**src/rtl/systolic_edge_feeder.sv**
```systemverilog
// systolic_edge_feeder: buffers an operand vector, waits a skew delay, streams it into an array edge PE, then holds finished.
module systolic_edge_feeder #(
  parameter int DATA_WIDTH = 32,
  parameter int DEPTH      = 16,
  parameter int SKEW_W     = 4,
  parameter int FIN_CYCLES = 4
) (
  input  logic                      clk,
  input  logic                      rst,
  input  logic                      load_valid,
  input  logic [DATA_WIDTH-1:0]     load_data,
  output logic                      load_ready,
  input  logic                      start,
  input  logic [SKEW_W-1:0]         skew,
  output logic [DATA_WIDTH-1:0]     out_data,
  output logic                      out_waiting,
  input  logic                      out_ready,
  output logic                      out_finished,
  output logic                      busy,
  output logic                      done,
  output logic [$clog2(DEPTH):0]    count
);
  localparam int PW = $clog2(DEPTH);
  localparam int CW = PW + 1;
  localparam int FW = $clog2(FIN_CYCLES + 1);
  localparam logic [CW-1:0] FULL = CW'(DEPTH);
  typedef enum logic [1:0] {IDLE, SKEW, STREAM, FINISH} state_t;
  state_t state, state_nx;
  logic [DATA_WIDTH-1:0] mem [DEPTH];
  logic [PW-1:0] wr_ptr, rd_ptr;
  logic [SKEW_W-1:0] skew_cnt;
  logic [FW-1:0] fin_cnt;
  logic load_fire, xfer, nonempty;
  assign load_fire = load_valid && load_ready;
  assign xfer = (state == STREAM) && out_ready;
  // a load coinciding with start joins the vector being started
  assign nonempty = (count != '0) || load_fire;
  always_ff @(posedge clk)
    state <= rst ? IDLE : state_nx;
  always_comb begin
    state_nx = state;
    case (state)
      IDLE:    if (start) state_nx = !nonempty ? FINISH : (skew != '0) ? SKEW : STREAM;
      SKEW:    if (skew_cnt == SKEW_W'(1)) state_nx = STREAM;
      STREAM:  if (xfer && count == CW'(1)) state_nx = FINISH;
      FINISH:  if (fin_cnt == FW'(1)) state_nx = IDLE;
      default: state_nx = IDLE;
    endcase
  end
  always_comb begin
    out_waiting  = state == STREAM;
    out_finished = state == FINISH;
    busy         = state != IDLE;
    load_ready   = (state == IDLE) && (count < FULL);
    out_data     = out_waiting ? mem[rd_ptr] : '0;
  end
  always_ff @(posedge clk) begin
    if (rst) begin
      wr_ptr   <= '0;
      rd_ptr   <= '0;
      count    <= '0;
      skew_cnt <= '0;
      fin_cnt  <= '0;
      done     <= 1'b0;
    end else begin
      if (load_fire) wr_ptr <= wr_ptr + 1'b1;
      if (xfer) rd_ptr <= rd_ptr + 1'b1;
      count    <= count + CW'(load_fire) - CW'(xfer);
      skew_cnt <= (state == IDLE && state_nx == SKEW) ? skew : (state == SKEW) ? skew_cnt - 1'b1 : skew_cnt;
      fin_cnt  <= (state != FINISH && state_nx == FINISH) ? FW'(FIN_CYCLES) : (state == FINISH) ? fin_cnt - 1'b1 : fin_cnt;
      done     <= (state == FINISH) && (state_nx == IDLE);
    end
  end
  always_ff @(posedge clk)
    if (load_fire) mem[wr_ptr] <= load_data;
endmodule

```
**config.mk**
```make
export PLATFORM = sky130hd
export DESIGN_NAME = systolic_edge_feeder
export DESIGN_NICKNAME = d
export VERILOG_FILES = /design/src/rtl/systolic_edge_feeder.sv
export SDC_FILE = /design/constraint.sdc
export NUM_CORES = 1
export LEC_CHECK = 0
export CORE_MARGIN = 3
export CORE_UTILIZATION = 54
export CTS_CLUSTER_DIAMETER = 120
export DETAILED_ROUTE_END_ITERATION = 10
export PLACE_DENSITY = 0.85
export RECOVER_POWER = 25
export SYNTH_ARGS = -nofsm -noshare
export SYNTH_HDL_FRONTEND = slang
export SYNTH_SLANG_ARGS = --single-unit
```
**constraint.sdc**
```tcl
create_clock -name clk -period 4.44 [get_ports clk]
set_clock_uncertainty 0.2 [all_clocks]
set_input_delay 0.888 -clock clk [delete_from_list [all_inputs] [get_ports clk]]
set_output_delay 0.888 -clock clk [all_outputs]
set_load 0.02 [all_outputs]
```
==> results by group <==
Setup path
  • Worst path top cell family by delay: multiplexers
  • Startpoint Class: flip-flop
  • Worst r2r src: state[0]
  • Worst-path maximum fanout: 34
  • Critical path, cell by cell: buf_12 -> buf_12 -> mux4_2 -> mux4_2 -> and2_1 -> clkdlybuf4s50_1
  • Req. time, crit path: 3.35 ns
  • Register-to-Register Path Depth: 10
  • CP max stage delay: 0.58 ns
  • Worst Path Arrival: 3.14 ns
  • Worst Path Buf+Inv: 3
  • R2R Path End: count[4]
  • Setup CP Type: flip-flop to primary output
  • CP endpoint kind: primary output
  • Crit-path slowest cell: mux4_2
  • Setup slack, reg-to-reg: 1.63 ns

STA
  • Final hold violation count: 0
  • Fmax: 0.236 GHz
  • RSZ-0062 raised after global routing: no
  • Max-slew violations: 0
  • Tcrit/Tclk final: 95.3%
  • Final min period: 4.23 ns
  • Final setup TNS: 0 ns
  • Slew headroom: 38.6%
  • Worst-margin pin slew: 0.919 ns
  • Final setup viols: 0

Synthesis
  • Mapped Area: 20,800 sq um
  • Count leader, synth: edfxtp_1
  • Ys flop type: edfxtp_1
  • Syn nets: 973
  • EDFF count, synth: 512
  • Synth area leader: edfxtp_1
  • Syn Area/Cell: 22.7 sq um
  • Post-synth top area share: 73.8%
  • Post-synth ARST share: 0%
  • Yosys reg bits: 539
  • Yosys warns: 0
  • Synth area leaders: edfxtp_1 (74%), mux4_2 (17%), dfxtp_1 (2.6%)
  • Mapped Cells: 916
  • Most instantiated cells after synthesis: edfxtp_1 (512), mux4_2 (160), and2_1 (32), nor2_1 (30), dfxtp_1 (27)
  • Synth unique cells: 43
  • Seq/Total Area, Yosys: 76.4%

Placed design
  • Placer Congestion: 0.745
  • Dpl hpwl: 24,000 um
  • Placed Instances: 1,507
  • Port Buffer Count: 82

Clocking
  • Clock sinks: 539
  • Clock Tree Buf Depth: 3
  • Post-CTS Resized: 0
  • CTS tree: yes
  • Total CTS buffers: 52
  • Clock-pin slew on the worst setup and hold paths: 0.06 ns
  • # hold bufs at CTS: 0
  • Root Buffer: clkbuf_16
  • Clk_lat worst skew: 0.55 ns
  • H-tree depth: 2

Floorplanning
  • Initial core utilization: 55.1%
  • DIE AREA: 41,000 sq um
  • Core Area: 37,800 sq um
  • IO Count: 83
  • Die width: 202 um
  • DIE HEIGHT: 202 um
  • Row Count: 71

Pwr
  • Pwr Total: 11.7 mW
  • PwrDens: 482 nW/um^2
  • Pleak: 7.53 nW
  • Peak VDD IR: 258 uV

Drt
  • Wire per inst: 28.5 um
  • Vias/cell: 6.16
  • Post-DRT Antenna Nets: 0
  • Drt total wl: 45,900 um
  • Vias: 9,915
  • Initial drt markers: 1,175
  • Residual DRC: 0
  • Detailed Routing Iterations Pass 1: 5

GRT
  • Overflow after GRT: 0
  • Global-route wire length before repair: 68,100 um
  • Total global routing track utilization: 22.8%
  • Initial antenna violation count: 2
  • Pin count of the biggest net entering global routing: 35
  • Vias in the first global route: 10,400

Outcome
  • Outcome: complete, no violations

Min path
  • Worst min path class: flip-flop to flip-flop
  • Hold depth: 2
  • Launch point of the worst hold path: rd_ptr[1]

Finish
  • P&R area growth vs syn: 16.8%
  • Final instance count without filler cells: 1,609
  • Finished Core Util: 64.3%
  • Share of layout cells above drive strength 1: 27.6%
  • Nets@finish: 1,114

Flow run
  • Max-cap viol count: 0
layer usage:
layer	vias to the layer above	GRT usage, %	wire length (um)
met3	106	4.41	3870
met4	0	7.37	1480
met1	5171	30.9	16800
met2	530	38.3	23800
li1	4108	-	-
met5	-	0	0
stage by stage:
| stage | cell area, sq um | hold WS [ns] | setup slack (ns) |
|---|---|---|---|
| 2_1_floorplan | 20800 | 0.268 | 0.0687 |
| 3_3_place_gp | 22700 | 0.275 | 0.655 |
| 3_5_place_dp | 22700 | 0.285 | 0.597 |
| 4_1_cts | 24300 | 0.298 | 0.0751 |
| 5_1_grt | 24300 | 0.341 | 0.107 |
| 6_report | 24300 | 0.287 | 0.210 |
worst min-delay path, cell delays in order, from the launching register on:
cell     delay, ns
dfxtp_1       0.32
nand2_1       0.06
a21oi_1       0.07
logic make-up after synthesis:
family	count (synthesis)	share of synthesized area, %
AO/OA/AOI/OAI	18	0.571
XOR/XNOR	12	0.504
adder cells (fa/ha/maj)	16	0.997
buffers and inverters	60	1.25
flip-flops	539	76.4
multiplexers	164	17.5
AND/OR/NAND/NOR	107	2.80
registers in the layout, summed over array words and instances, names as in the netlist, named ones only:
signal and count:
state 2, count 5, rd_ptr 4, skew_cnt 4, fin_cnt 3, done 1, wr_ptr 4, mem 512
placed cells by master (no fill, tap or decap), types with 18 or more instances in the layout:
cell and n:
edfxtp_1 512, clkbuf_16 55, clkdlybuf4s50_1 62, buf_4 36, mux4_2 160, dlygate4sd3_1 20
and2_1 32, dfxtp_1 23, nor2_1 18
cell type report:
| class | instances | area, sq um |
|---|---|---|
| inverter | 16 | 60.1 |
| sequential | 539 | 15900 |
| clock buffer | 68 | 1400 |
| multi-input combinational | 317 | 4770 |
| antenna | 2 | 5.00 |
| timing repair buffer | 131 | 1360 |
| tap | 511 | 639 |
| fill | 2435 | 13500 |
| clock inverter | 25 | 180 |
timing repair:
item	in CTS	in global routing
endpoints found under the setup margin	3	1
setup buffers	6	1
gates cloned	0	0
worst max-delay path by stage:
| stage | startpoint | to | cells past startpoint |
|---|---|---|---|
| after detailed placement | flip-flop | out_data[20] | 5 |
| after CTS | flip-flop | out_data[4] | 5 |
| after global routing | flip-flop | out_data[4] | 6 |
| after floorplan | load_valid | mem[3][0] | 3 |
| after global placement | flip-flop | out_data[26] | 5 |
| final | flip-flop | out_data[21] | 6 |
power breakdown:
part           total (mW)  switching, mW  internal (mW)
Combinational        1.74          0.879          0.858
Clock                4.13           1.79           2.34
Sequential           5.87         0.0991           5.77
No activity file was read; power rests on OpenSTA's default activity.
